[config.mk]
export PLATFORM = sky130hd
export DESIGN_NAME = inst_mem_loader
export DESIGN_NICKNAME = d
export VERILOG_FILES = /design/src/rtl/inst_mem_loader_pkg.sv /design/src/rtl/inst_mem_loader_byte_to_word_packer.sv /design/src/rtl/inst_mem_loader.sv
export SDC_FILE = /design/constraint.sdc
export NUM_CORES = 1
export LEC_CHECK = 0
export CAP_MARGIN = 10
export CORE_UTILIZATION = 46
export CTS_CLUSTER_SIZE = 10
export DETAILED_ROUTE_END_ITERATION = 6
export PLACE_DENSITY = 0.76
export SLEW_MARGIN = 25
export SYNTH_ARGS = -nofsm -noshare
export SYNTH_HDL_FRONTEND = slang
export SYNTH_SLANG_ARGS = --single-unit
[constraint.sdc]
create_clock -name clk -period 2.8 [get_ports clk]
set_clock_uncertainty 0.1 [all_clocks]
set_input_delay 0.56 -clock clk [delete_from_list [all_inputs] [get_ports clk]]
set_output_delay 0.56 -clock clk [all_outputs]
set_load 0.01 [all_outputs]
[src/rtl/inst_mem_loader_pkg.sv]
// Shared constants and state encoding for the instruction-memory loader.
package inst_mem_loader_pkg;

  localparam int unsigned ADDR_W         = 8;
  localparam int unsigned DATA_W         = 32;
  localparam int unsigned CNT_W          = 7;
  localparam int unsigned BYTE_W         = 8;
  localparam int unsigned BYTES_PER_WORD = 4;
  // Depth of the instruction bank in words; shared with the instruction memory.
  localparam int unsigned BANK_WORDS     = 2 ** (ADDR_W - 2);
  localparam int unsigned IDX_W          = 2;

  typedef enum logic [1:0] {
    IDLE  = 2'd0,
    RECV  = 2'd1,
    WRITE = 2'd2
  } state_t;

endpackage

[src/rtl/inst_mem_loader_byte_to_word_packer.sv]
// Collects bytes big-endian into a 32-bit word; flags the cycle the 4th byte lands.
module byte_to_word_packer
  import inst_mem_loader_pkg::*;
(
  input  logic              clk,
  input  logic              rst,
  input  logic              clear,
  input  logic              accept,
  input  logic [BYTE_W-1:0] byte_in,
  output logic [DATA_W-1:0] word_c,
  output logic              word_ready_c
);

  localparam int unsigned SHIFT_W = DATA_W - BYTE_W;

  logic [IDX_W-1:0]   idx;
  logic [SHIFT_W-1:0] shift;

  // Byte index and the first three bytes of the word in flight.
  always_ff @(posedge clk or posedge rst) begin
    if (rst) begin
      idx   <= '0;
      shift <= '0;
    end else if (clear) begin
      idx   <= '0;
    end else if (accept) begin
      idx   <= idx + IDX_W'(1);
      shift <= {shift[SHIFT_W-BYTE_W-1:0], byte_in};
    end
  end

  // Earlier bytes occupy the high bits; the current byte completes bits [7:0].
  always_comb begin
    word_c       = {shift, byte_in};
    word_ready_c = accept && (idx == IDX_W'(BYTES_PER_WORD - 1));
  end

endmodule

[src/rtl/inst_mem_loader.sv]
// Byte-stream loader that writes big-endian words into the instruction bank.
module inst_mem_loader
  import inst_mem_loader_pkg::*;
(
  input  logic              clk,
  input  logic              rst,
  input  logic              start,
  input  logic [ADDR_W-1:0] startAddr,
  input  logic [CNT_W-1:0]  numWords,
  input  logic              abort,
  input  logic [BYTE_W-1:0] byteIn,
  input  logic              byteValid,
  output logic              byteReady,
  output logic              wrEn,
  output logic [ADDR_W-1:0] wrAddr,
  output logic [DATA_W-1:0] wrData,
  output logic              busy,
  output logic              done,
  output logic              wrapErr,
  output logic [CNT_W-1:0]  wordCount
);

  localparam logic [ADDR_W-1:0] LAST_WORD_ADDR =
    ADDR_W'((BANK_WORDS - 1) * BYTES_PER_WORD);
  localparam logic [ADDR_W-1:0] ALIGN_MASK = ~ADDR_W'(BYTES_PER_WORD - 1);

  state_t            state, state_next;
  logic [CNT_W-1:0]  num_words_q, num_words_next;
  logic [ADDR_W-1:0] wr_addr_next;
  logic [DATA_W-1:0] wr_data_next;
  logic [CNT_W-1:0]  word_count_next;
  logic [CNT_W-1:0]  count_inc;
  logic              wrap_err_next;
  logic              done_next;
  logic              wr_en_next;
  logic              pack_clear;
  logic              pack_accept;
  logic [DATA_W-1:0] pack_word_c;
  logic              pack_ready_c;

  byte_to_word_packer u_packer (
    .clk          (clk),
    .rst          (rst),
    .clear        (pack_clear),
    .accept       (pack_accept),
    .byte_in      (byteIn),
    .word_c       (pack_word_c),
    .word_ready_c (pack_ready_c)
  );

  // Handshake and busy follow the state directly.
  always_comb begin
    byteReady = (state == RECV);
    busy      = (state != IDLE);
  end

  // Next state plus next values of the registered outputs and latched request.
  always_comb begin
    state_next      = state;
    num_words_next  = num_words_q;
    wr_addr_next    = wrAddr;
    wr_data_next    = wrData;
    word_count_next = wordCount;
    wrap_err_next   = wrapErr;
    done_next       = 1'b0;
    pack_clear      = 1'b0;
    pack_accept     = 1'b0;
    count_inc       = wordCount + CNT_W'(1);

    case (state)
      IDLE: begin
        if (abort) begin
          pack_clear = 1'b1;
        end else if (start) begin
          pack_clear    = 1'b1;
          wrap_err_next = 1'b0;
          if (numWords != '0) begin
            wr_addr_next    = startAddr & ALIGN_MASK;
            num_words_next  = numWords;
            word_count_next = '0;
            state_next      = RECV;
          end else begin
            done_next = 1'b1;
          end
        end
      end
      RECV: begin
        if (abort) begin
          pack_clear = 1'b1;
          state_next = IDLE;
        end else begin
          pack_accept = byteValid;
          if (pack_ready_c) begin
            wr_data_next = pack_word_c;
            state_next   = WRITE;
          end
        end
      end
      WRITE: begin
        if (abort) begin
          pack_clear = 1'b1;
          state_next = IDLE;
        end else begin
          word_count_next = count_inc;
          wr_addr_next    = wrAddr + ADDR_W'(BYTES_PER_WORD);
          if (count_inc == num_words_q) begin
            done_next  = 1'b1;
            state_next = IDLE;
          end else begin
            state_next = RECV;
            if (wrAddr == LAST_WORD_ADDR) begin
              wrap_err_next = 1'b1;
            end
          end
        end
      end
      default: begin
        pack_clear = 1'b1;
        state_next = IDLE;
      end
    endcase

    wr_en_next = (state_next == WRITE);
  end

  // State and registered outputs.
  always_ff @(posedge clk or posedge rst) begin
    if (rst) begin
      state       <= IDLE;
      num_words_q <= '0;
      wrEn        <= 1'b0;
      wrAddr      <= '0;
      wrData      <= '0;
      done        <= 1'b0;
      wrapErr     <= 1'b0;
      wordCount   <= '0;
    end else begin
      state       <= state_next;
      num_words_q <= num_words_next;
      wrEn        <= wr_en_next;
      wrAddr      <= wr_addr_next;
      wrData      <= wr_data_next;
      done        <= done_next;
      wrapErr     <= wrap_err_next;
      wordCount   <= word_count_next;
    end
  end

endmodule

==> results of run 1 <==
## per-layer routing
layer  share of wire (%)  up-vias
met5                   0        -
met4                 1.5        0
met3                 5.5        9
met2                  47       60
met1                  46     1213
li1                    -     1188
## placed cells by master (no fill, tap or decap), types with 3 or more instances in the layout
cell,count
sky130_fd_sc_hd__a21oi_1,10
sky130_fd_sc_hd__a22o_2,3
sky130_fd_sc_hd__buf_12,3
sky130_fd_sc_hd__buf_4,7
sky130_fd_sc_hd__clkbuf_8,10
sky130_fd_sc_hd__clkdlybuf4s50_1,75
sky130_fd_sc_hd__dfrtp_1,83
sky130_fd_sc_hd__ha_1,7
sky130_fd_sc_hd__inv_1,7
sky130_fd_sc_hd__mux2_2,63
sky130_fd_sc_hd__nand2_1,18
sky130_fd_sc_hd__nand2b_1,3
sky130_fd_sc_hd__nand3_1,12
sky130_fd_sc_hd__nor2_1,5
sky130_fd_sc_hd__nor3_1,4
sky130_fd_sc_hd__o21ai_0,12
sky130_fd_sc_hd__xnor2_1,6
sky130_fd_sc_hd__xor2_1,3
## cell usage after synthesis, types with 2 or more instances
master / n / share of area, %
sky130_fd_sc_hd__dfrtp_1: 83 / 56
sky130_fd_sc_hd__mux2_2: 63 / 19
sky130_fd_sc_hd__nand2_1: 18 / 1.8
sky130_fd_sc_hd__nand3_1: 12 / 1.6
sky130_fd_sc_hd__o21ai_0: 12 / 1.6
sky130_fd_sc_hd__a21oi_1: 10 / 1.3
sky130_fd_sc_hd__inv_1: 8 / 0.81
sky130_fd_sc_hd__buf_2: 7 / 0.94
sky130_fd_sc_hd__ha_1: 7 / 2.4
sky130_fd_sc_hd__xnor2_1: 6 / 1.4
sky130_fd_sc_hd__nor2_1: 5 / 0.50
sky130_fd_sc_hd__nor3_1: 4 / 0.54
sky130_fd_sc_hd__a22o_2: 3 / 0.81
sky130_fd_sc_hd__buf_4: 3 / 0.60
sky130_fd_sc_hd__buf_6: 3 / 0.91
sky130_fd_sc_hd__nand2b_1: 3 / 0.50
sky130_fd_sc_hd__xor2_1: 3 / 0.71
sky130_fd_sc_hd__a21o_1: 2 / 0.40
sky130_fd_sc_hd__clkbuf_1: 2 / 0.20
sky130_fd_sc_hd__mux2i_1: 2 / 0.54
sky130_fd_sc_hd__nor2b_1: 2 / 0.34
sky130_fd_sc_hd__o22ai_1: 2 / 0.34
sky130_fd_sc_hd__o31ai_1: 2 / 0.40
## state kept, by name, indices dropped and copies added, names as in the netlist
name,flops
wrAddr,6
u_packer.shift,24
num_words_q,7
u_packer.idx,2
wrData,32
state,2
wrEn,1
wordCount,7
done,1
wrapErr,1
## critical path: stages, from the launching register on
cell and delay, ps:
sky130_fd_sc_hd__dfrtp_1 400, sky130_fd_sc_hd__inv_1 100, sky130_fd_sc_hd__ha_1 300, sky130_fd_sc_hd__inv_1 120, sky130_fd_sc_hd__clkdlybuf4s50_1 540
## through the flow
stage               utilization (%)  power (mW)  std cells  cell area (µm²)
floorplan                         -        2.20        288             3730
global placement               59.5        2.45        460             4620
detailed placement             59.5        2.50        460             4620
CTS                            62.2        3.39        476             4830
global route                   62.2        3.55        476             4830
finish                         62.2        3.35        476             4830
## area by class of cell
type | count | area (µm²) | share of cell area [%]
well taps | 102 | 128 | 2.64
clock buffers | 10 | 138 | 2.85
flip-flops and latches | 83 | 2080 | 43.0
repair buffers | 85 | 863 | 17.9
clock inverters | 6 | 71.3 | 1.48
multi-input cells | 182 | 1520 | 31.5
inverters | 8 | 31.3 | 0.648
## power by group through the flow
stage,combinational [mW],sequential [mW],clock (mW)
6_report,0.803,1.66,0.890
3_5_place_dp,0.809,1.69,0
5_1_grt,0.887,1.70,0.965
2_1_floorplan,0.550,1.65,0
4_1_cts,0.813,1.66,0.913
3_3_place_gp,0.785,1.67,0
## cells by family (layout without fill, tap and decap cells)
kind of cell,Yosys count,in the layout,share of synthesized area [%]
DFF,83,83,55.8
muxes,65,65,19.6
and+or+nand+nor,55,55,7.83
AOI/OAI and AO/OA,43,43,8.36
buffers and inverters,23,109,3.46
xor gates and xnor gates,10,10,2.55
adders and majority gates,7,7,2.35
other,1,2,0.101
## worst paths after layout
path,from,end,cells after the start
min in group asynchronous,rst,wordCount[0],2
max in group asynchronous,rst,u_packer.shift[19],3
min reg2reg,u_packer.shift[23],wrData[31],1
max reg2reg,state[0],wordCount[3],7
max,state[0],busy,4
min,u_packer.shift[23],wrData[31],1
==> run summary, run 1 <==
========================================================================================
Result of the run ......................................................... finished clean
Largest voltage drop on the vdd net .......................................     0.360 mV
Half-perimeter wire length after placement ................................      4.77 mm
Category of the worst setup path capture point ............................ primary output
CTS Buf Count .............................................................            9
Final antenna-violating net count .........................................            0
Max-slew headroom .........................................................        61.1%
Most heavily used metal layer in global routing ...........................         met2
Total congestion overflow .................................................            0
Hold Violations, Final ....................................................            0
Number of core rows .......................................................           32
Internal Dissipation ......................................................      2.38 mW
Worst Setup Path Type ..................................................... flip-flop to primary output
Weighted congestion reported at the end of routability-driven placement ...        0.788
Worst Path Max Fanout .....................................................            8
Largest net degree at the start of global routing .........................           44
Mapped Cells ..............................................................          287
Global-route wire length before repair ....................................      11.5 mm
Unrepaired setup endpoints after global routing ...........................           no
CP startpoint kind ........................................................    flip-flop
Switching share of power ..................................................        29.1%
Area growth syn-to-layout .................................................        29.7%
FILL cells ................................................................          626
Vias ......................................................................         2470
Initial standard-cell utilization of the core .............................        48.0%
Worst setup margin ........................................................       344 ps
Min Tclk post-route .......................................................      2460 ps
Hold Slack ................................................................       408 ps
Vias per std cell .........................................................         5.19
Initial antenna violation count ...........................................            0
Final max-slew violation count ............................................            0
Met1 global-route usage ...................................................        24.5%
WP data arrival ...........................................................      1800 ps
Buffers added on ports ....................................................           75
Number of synthesis warnings ..............................................            0
Area of the placeable core ................................................  0.00777 mm²
Number of enable flip-flop cells after synthesis ..........................            0
Met3 demand-to-capacity share in global routing ...........................        4.64%
Post-Synthesis Cell Area ..................................................  0.00372 mm²
Die outline area ..........................................................  0.00846 mm²
Worst-path clk slew .......................................................        90 ps
Number of max-capacitance violations reported .............................            0
Worst slew pin tran .......................................................       583 ps
Mean cell area of the mapped netlist ......................................     13.0 µm²
Share of the clock period used by the worst path ..........................        87.7%
Final-report setup violation count ........................................            0
GRT Overall Usage .........................................................        17.5%
Portion of total power attributed to combinational logic ..................        23.9%
Seq cells post-synth ......................................................           83
Proportion of layout cells with a drive suffix above 1 ....................        27.5%
Required arrival time at the worst endpoint ...............................      2140 ps
Clock latency on the worst-skew pair ......................................       350 ps
Global-route track usage on met2 ..........................................        26.1%
H-tree levels .............................................................            3
First DRT Iteration DRCs ..................................................          111
Power share of the clock group ............................................        26.5%
Sequential power share ....................................................        49.5%
Part of the Yosys area used for sequential elements .......................        55.8%
Number of resized instances in the post-cts repair step ...................            0
Aggregate negative setup slack ............................................         0 ps
Clock buffer depth ........................................................            2
Die Wd ....................................................................      92.0 µm
Asr flop ratio synth ......................................................         100%
TritonCTS clock tree ......................................................        built
Primary flip-flop cell chosen by synthesis mapping ........................ sky130_fd_sc_hd__dfrtp_1
Slack of the worst reg-to-reg path ........................................       580 ps
Num Clock Sinks ...........................................................           83
Net Switching .............................................................     0.976 mW
CTS root buffer ........................................................... sky130_fd_sc_hd__clkbuf_8
Nets ......................................................................          404
Vias in the first global route ............................................         2309
Average wire per cell in the routed design ................................      14.3 µm
Number of post-CTS setup repair buffers ...................................            0
Unique masters post-synth .................................................           48
Leakage power .............................................................      2.20 nW
Worst slack at placement ..................................................       208 ps
Maximum clock rate ........................................................      407 MHz
Power per cell area .......................................................   694 mW/mm²
Number of inserted diodes .................................................            0
Number of search-and-repair iterations in the first detailed-routing pass .            4
DIE HEIGHT ................................................................      92.0 µm
Residual DRC ..............................................................            0
Post-CTS Hold Fix Bufs ....................................................            0
Io pins ...................................................................           80
Total Routed Length .......................................................      6.82 mm
Path type of the worst min-delay path ..................................... flip-flop to flip-flop
========================================================================================
(Power assumes the default switching activity.)
==> run 2, diff against run 1 <==
--- a/config.mk
+++ b/config.mk
@@ -6,10 +6,12 @@
 export NUM_CORES = 1
 export LEC_CHECK = 0
 export CAP_MARGIN = 10
+export CORE_MARGIN = 2
 export CORE_UTILIZATION = 46
 export CTS_CLUSTER_SIZE = 10
 export DETAILED_ROUTE_END_ITERATION = 6
 export PLACE_DENSITY = 0.76
+export SKIP_LAST_GASP = 1
 export SLEW_MARGIN = 25
 export SYNTH_ARGS = -nofsm -noshare
 export SYNTH_HDL_FRONTEND = slang
==> run 2 against run 1 <==
- fmax grew 0.19%
- sequential power is essentially flat
- sequential share of layout area grew 0.35 points
- clock-buffer cell count is the same
- final cell count shrank 0.21%
- combinational power grew 0.9%
- via count grew 0.20%
- utilization shrank 0.50 points
- flip-flop and latch count is the same
- global-route usage shrank 0.34 points
- total power shrank 3.1%
- first-iteration DRC count shrank 30%
- largest cell class unchanged
- highest routed layer unchanged
==> run summary, run 2 (synthesis gave the netlist of run 1 again) <==
========================================================================================
Category of the worst setup path capture point ............................ primary output
Die outline area ..........................................................  0.00883 mm²
Flip-flop count of the largest register, all copies and words added .......           32
Number of core rows .......................................................           32
Worst slew pin tran .......................................................       640 ps
CTS root buffer ........................................................... sky130_fd_sc_hd__clkbuf_8
Vias per std cell .........................................................         5.21
DIE HEIGHT ................................................................      94.0 µm
Number of resized instances in the post-cts repair step ...................            0
Post-CTS Hold Fix Bufs ....................................................            0
Maximum clock rate ........................................................      408 MHz
Worst setup margin ........................................................       349 ps
TritonCTS clock tree ......................................................        built
Number of search-and-repair iterations in the first detailed-routing pass .            4
Largest registers ......................................................... wrData: 32 flops, u_packer.shift: 24 flops
Nets ......................................................................          403
Power share of the clock group ............................................        23.9%
Portion of total power attributed to combinational logic ..................        24.9%
Proportion of layout cells with a drive suffix above 1 ....................        27.1%
Number of max-capacitance violations reported .............................            0
Sequential power share ....................................................        51.1%
Commonest cells after routing, fill and taps aside ........................ sky130_fd_sc_hd__dfrtp_1 (83), sky130_fd_sc_hd__clkdlybuf4s50_1 (75), sky130_fd_sc_hd__mux2_2 (63)
Initial standard-cell utilization of the core .............................        48.0%
GRT Overall Usage .........................................................        17.2%
Vias ......................................................................         2475
Io pins ...................................................................           80
Residual DRC ..............................................................            0
Net Switching .............................................................     0.984 mW
FILL cells ................................................................          627
Initial antenna violation count ...........................................            0
WP data arrival ...........................................................      1790 ps
Largest net degree at the start of global routing .........................           39
Leakage power .............................................................      2.17 nW
FF-to-FF path depth .......................................................            6
CTS Buf Count .............................................................            9
Post-layout total power ...................................................      3.25 mW
Clock buffer depth ........................................................            2
Num Clock Sinks ...........................................................           83
Path type of the worst min-delay path ..................................... flip-flop to flip-flop
Max-slew headroom .........................................................        57.1%
Global-route wire length before repair ....................................      11.8 mm
Unrepaired setup endpoints after global routing ...........................           no
Number of stages on the worst hold path ...................................            1
Vias in the first global route ............................................         2548
Worst Path Max Fanout .....................................................            8
Result of the run ......................................................... finished clean
Worst Setup Path Type ..................................................... flip-flop to primary output
Buffers added on ports ....................................................           75
Register with the most flip-flops .........................................       wrData
Min Tclk post-route .......................................................      2450 ps
Largest voltage drop on the vdd net .......................................     0.383 mV
Clock latency on the worst-skew pair ......................................       350 ps
Half-perimeter wire length after placement ................................      5.08 mm
Weighted congestion reported at the end of routability-driven placement ...        0.890
Worst-path clk slew .......................................................        90 ps
Internal Dissipation ......................................................      2.26 mW
Die Wd ....................................................................      94.0 µm
Total Routed Length .......................................................      6.94 mm
Final antenna-violating net count .........................................            0
Average wire per cell in the routed design ................................      14.6 µm
Worst slack at placement ..................................................       240 ps
Final-report setup violation count ........................................            0
Total congestion overflow .................................................            0
Power per cell area .......................................................   678 mW/mm²
Number of post-CTS setup repair buffers ...................................            0
Final max-slew violation count ............................................            0
Area of the placeable core ................................................  0.00777 mm²
CP startpoint kind ........................................................    flip-flop
Required arrival time at the worst endpoint ...............................      2140 ps
First DRT Iteration DRCs ..................................................           78
Hold Violations, Final ....................................................            0
Switching share of power ..................................................        30.3%
Share of the clock period used by the worst path ..........................        87.5%
Area growth syn-to-layout .................................................        28.7%
H-tree levels .............................................................            3
Most common cell after layout, fill and taps aside ........................ sky130_fd_sc_hd__dfrtp_1
Number of inserted diodes .................................................            0
Aggregate negative setup slack ............................................         0 ps
========================================================================================
run 2: cell count changes in the layout (fill, tap and decap cells not counted), sizes merged:
cell	change
clkinvlp	+3
clkinv	-2
buf	-1
bufinv	-1
run 2: cell type report:
type                       instances  area (µm²)  share of cell area, %
tap                              102         128                   2.66
timing repair buffer              84         856                   17.9
clock inverter                     6        50.0                   1.04
sequential                        83        2080                   43.3
inverter                           8        31.3                  0.653
multi-input combinational        182        1520                   31.8
clock buffer                      10         128                   2.66
run 2: power groups by stage:
stage               combinational [mW]  sequential (mW)  clock, mW
floorplan                        0.550             1.65          0
global placement                 0.790             1.67          0
detailed placement               0.818             1.69          0
CTS                              0.821             1.66      0.808
global route                     0.882             1.70      0.868
finish                           0.810             1.66      0.777
run 2: worst paths after layout:
check,end,start,slack (ps)
setup / recovery,busy,state[0],350
hold / removal,u_packer.shift[20],u_packer.shift[20],410
max in group asynchronous,u_packer.shift[14],rst,1520
setup reg to reg,wordCount[5],state[0],490
min in group asynchronous,num_words_q[1],rst,480
hold reg to reg,u_packer.shift[20],u_packer.shift[20],410
run 2: metrics by stage:
stage               cell area (µm²)  cells  util (%)  hold slack [ps]
floorplan                      3730    288         -              375
global placement               4610    459      59.4              383
detailed placement             4610    459      59.4              392
CTS                            4790    475      61.7              413
global route                   4790    475      61.7              427
finish                         4790    475      61.7              406
run 2: critical path, stage by stage (launching register included):
cell and delay (ps):
sky130_fd_sc_hd__dfrtp_1 400, sky130_fd_sc_hd__inv_1 90, sky130_fd_sc_hd__ha_1 300, sky130_fd_sc_hd__inv_1 120
sky130_fd_sc_hd__clkdlybuf4s50_1 550
run 2: metal layers:
metal	up-vias	global-route usage (%)	routed length, µm
li1	1186	-	-
met1	1220	22.9	3030
met2	57	27.4	3470
met3	12	2.81	293
met4	0	8.09	142
met5	-	0	0
==> run 3, diff against run 2 <==
--- a/config.mk
+++ b/config.mk
@@ -5,12 +5,15 @@
 export SDC_FILE = /design/constraint.sdc
 export NUM_CORES = 1
 export LEC_CHECK = 0
+export ABC_CLOCK_PERIOD_IN_PS = 2800
 export CAP_MARGIN = 10
 export CORE_MARGIN = 2
-export CORE_UTILIZATION = 46
+export CORE_UTILIZATION = 47
+export CTS_BUF_LIST = sky130_fd_sc_hd__clkbuf_4
 export CTS_CLUSTER_SIZE = 10
 export DETAILED_ROUTE_END_ITERATION = 6
-export PLACE_DENSITY = 0.76
+export HOLD_SLACK_MARGIN = 0.1
+export PLACE_DENSITY = 0.78
 export SKIP_LAST_GASP = 1
 export SLEW_MARGIN = 25
 export SYNTH_ARGS = -nofsm -noshare
==> run 3 against run 2 <==
- critical path type unchanged
- total power decreased by 4.5%
- highest routed layer unchanged
- first-iteration DRC count is 65% higher
- worst hold slack got worse by 50 ps
- via count unchanged
- clock-buffer cell count unchanged
- non-clock buffer count shrank 2
- sequential power is essentially flat
- global-route usage is 0.25 points lower
- register-to-register slack better by 50 ps
==> run summary, run 3 (synthesis gave the netlist of run 1 again) <==
========================================================================================
H-tree levels .............................................................            3
Worst-path clk slew .......................................................       130 ps
Startpoint of the worst register-to-register path .........................     state[0]
Power per cell area .......................................................   656 mW/mm²
Area growth syn-to-layout .................................................        26.8%
Final antenna-violating net count .........................................            0
Final max-slew violation count ............................................            0
WP data arrival ...........................................................      1920 ps
Hold Violations, Final ....................................................            0
FILL cells ................................................................          609
TritonCTS clock tree ......................................................        built
Initial standard-cell utilization of the core .............................        48.5%
Average wire per cell in the routed design ................................      14.8 µm
Io pins ...................................................................           80
Number of search-and-repair iterations in the first detailed-routing pass .            4
Number of inserted diodes .................................................            0
Path type of the worst min-delay path ..................................... primary input to asynchronous set/reset pin
CTS root buffer ........................................................... sky130_fd_sc_hd__clkbuf_4
Vias ......................................................................         2475
Residual DRC ..............................................................            0
Half-perimeter wire length after placement ................................      4.93 mm
Sequential power share ....................................................        53.5%
Flip-flop count of the largest register, all copies and words added .......           32
Number of post-CTS setup repair buffers ...................................            0
Aggregate negative setup slack ............................................         0 ps
Weighted congestion reported at the end of routability-driven placement ...        0.868
Min Tclk post-route .......................................................      2580 ps
Number of core rows .......................................................           32
Leakage power .............................................................      2.14 nW
Most common cell after layout, fill and taps aside ........................ sky130_fd_sc_hd__dfrtp_1
Die outline area ..........................................................  0.00865 mm²
Required arrival time at the worst endpoint ...............................      2140 ps
Final Util ................................................................        61.5%
Worst Path Max Fanout .....................................................            8
Final-report setup violation count ........................................            0
Critical register-to-register path endpoint ............................... u_packer.shift[0]
Power share of the clock group ............................................        20.5%
Largest net degree at the start of global routing .........................           57
Clock latency on the worst-skew pair ......................................       430 ps
First DRT Iteration DRCs ..................................................          129
Commonest cells after routing, fill and taps aside ........................ sky130_fd_sc_hd__dfrtp_1 (83), sky130_fd_sc_hd__clkdlybuf4s50_1 (75), sky130_fd_sc_hd__mux2_2 (63)
FF-to-FF path depth .......................................................            7
CP startpoint kind ........................................................    flip-flop
Hold Slack ................................................................       356 ps
Total Routed Length .......................................................      7.01 mm
Post-CTS Hold Fix Bufs ....................................................            0
Register with the most flip-flops .........................................       wrData
GRT Overall Usage .........................................................        16.9%
Worst slew pin tran .......................................................       506 ps
Largest registers ......................................................... wrData: 32 flops, u_packer.shift: 24 flops
Total congestion overflow .................................................            0
Global-route wire length before repair ....................................      11.4 mm
Buffers added on ports ....................................................           75
Slack of the worst reg-to-reg path ........................................       540 ps
Proportion of layout cells with a drive suffix above 1 ....................        27.0%
CP cell instances ......................................................... inv_1 -> ha_1 -> inv_1 -> clkdlybuf4s50_1
Most frequent CP cell ..................................................... sky130_fd_sc_hd__inv_1
Unrepaired setup endpoints after global routing ...........................           no
Result of the run ......................................................... finished clean
Worst setup margin ........................................................       217 ps
Max-slew headroom .........................................................        66.2%
Die Wd ....................................................................      93.0 µm
Share of the clock period used by the worst path ..........................        92.2%
CTS Buf Count .............................................................            9
Number of resized instances in the post-cts repair step ...................            0
Category of the worst setup path capture point ............................ primary output
Maximum clock rate ........................................................      387 MHz
Area of the placeable core ................................................  0.00769 mm²
Critical-path top delay cell .............................................. sky130_fd_sc_hd__clkdlybuf4s50_1
Largest voltage drop on the vdd net .......................................     0.418 mV
Worst slack at placement ..................................................       262 ps
DIE HEIGHT ................................................................      93.0 µm
Num Clock Sinks ...........................................................           83
Internal Dissipation ......................................................      2.13 mW
Delay contributed by the slowest stage of the critical path ...............       500 ps
Portion of total power attributed to combinational logic ..................        26.0%
Switching share of power ..................................................        31.4%
Net Switching .............................................................     0.972 mW
Vias in the first global route ............................................         2357
Vias per std cell .........................................................         5.23
Clock buffer depth ........................................................            2
Nets ......................................................................          401
Number of max-capacitance violations reported .............................            0
Post-layout total power ...................................................      3.10 mW
Worst Setup Path Type ..................................................... flip-flop to primary output
Initial antenna violation count ...........................................            0
========================================================================================
-- run 3: cell count changes in the layout (fill, tap and decap cells not counted) --
cell                         change
sky130_fd_sc_hd__clkbuf_1        -1
sky130_fd_sc_hd__clkinvlp_4      -2
sky130_fd_sc_hd__clkbuf_4       +10
sky130_fd_sc_hd__buf_4           -2
sky130_fd_sc_hd__inv_8           -1
sky130_fd_sc_hd__clkinv_4        +2
sky130_fd_sc_hd__inv_6           +1
sky130_fd_sc_hd__clkbuf_8        -9
-- run 3: layer usage --
metal	part of all wire (%)	vias to the layer above	global-route usage [%]	routed length [µm]
met5	0	-	0	0
met4	2.2	0	8.09	153
met3	3.8	12	3.14	268
met2	49	55	26.6	3410
met1	45	1227	22.7	3180
li1	-	1181	-	-
-- run 3: power groups by stage --
| stage | clock [mW] | sequential [mW] | combinational (mW) |
|---|---|---|---|
| global route | 0.710 | 1.70 | 0.879 |
| finish | 0.635 | 1.66 | 0.805 |
| CTS | 0.658 | 1.66 | 0.815 |
| floorplan | 0 | 1.65 | 0.550 |
| detailed placement | 0 | 1.69 | 0.812 |
| global placement | 0 | 1.67 | 0.782 |
-- run 3: worst max-delay path, delay by kind of cell, from the launching register on --
family | cells | cell delay [ps]
adders and majority gates | 1 | 360
DFF | 1 | 420
buffers and inverters | 3 | 710
-- run 3: worst max path at each step --
stage                     depth (start not counted)  slack, ps           end        start
final                                             4        220          busy     state[0]
after detailed placement                          6        260  wordCount[3]  numWords[5]
after floorplan                                   1          3          done          rst
after global placement                            6        280  wordCount[3]  numWords[5]
after CTS                                         4        200          busy     state[0]
after global routing                              4        120          busy     state[0]
-- run 3: layout make-up --
class	instances	area, µm²	area share (%)
clock buffer	10	75.1	1.59
clock inverter	6	50.0	1.06
inverter	8	31.3	0.662
multi-input combinational	182	1520	32.2
sequential	83	2080	44.0
tap	102	128	2.70
timing repair buffer	82	841	17.8
-- run 3: stage by stage --
step / instance area (µm²) / std cells
CTS: 4720 / 473
global placement: 4600 / 457
floorplan: 3730 / 288
finish: 4720 / 473
detailed placement: 4600 / 457
global route: 4720 / 473
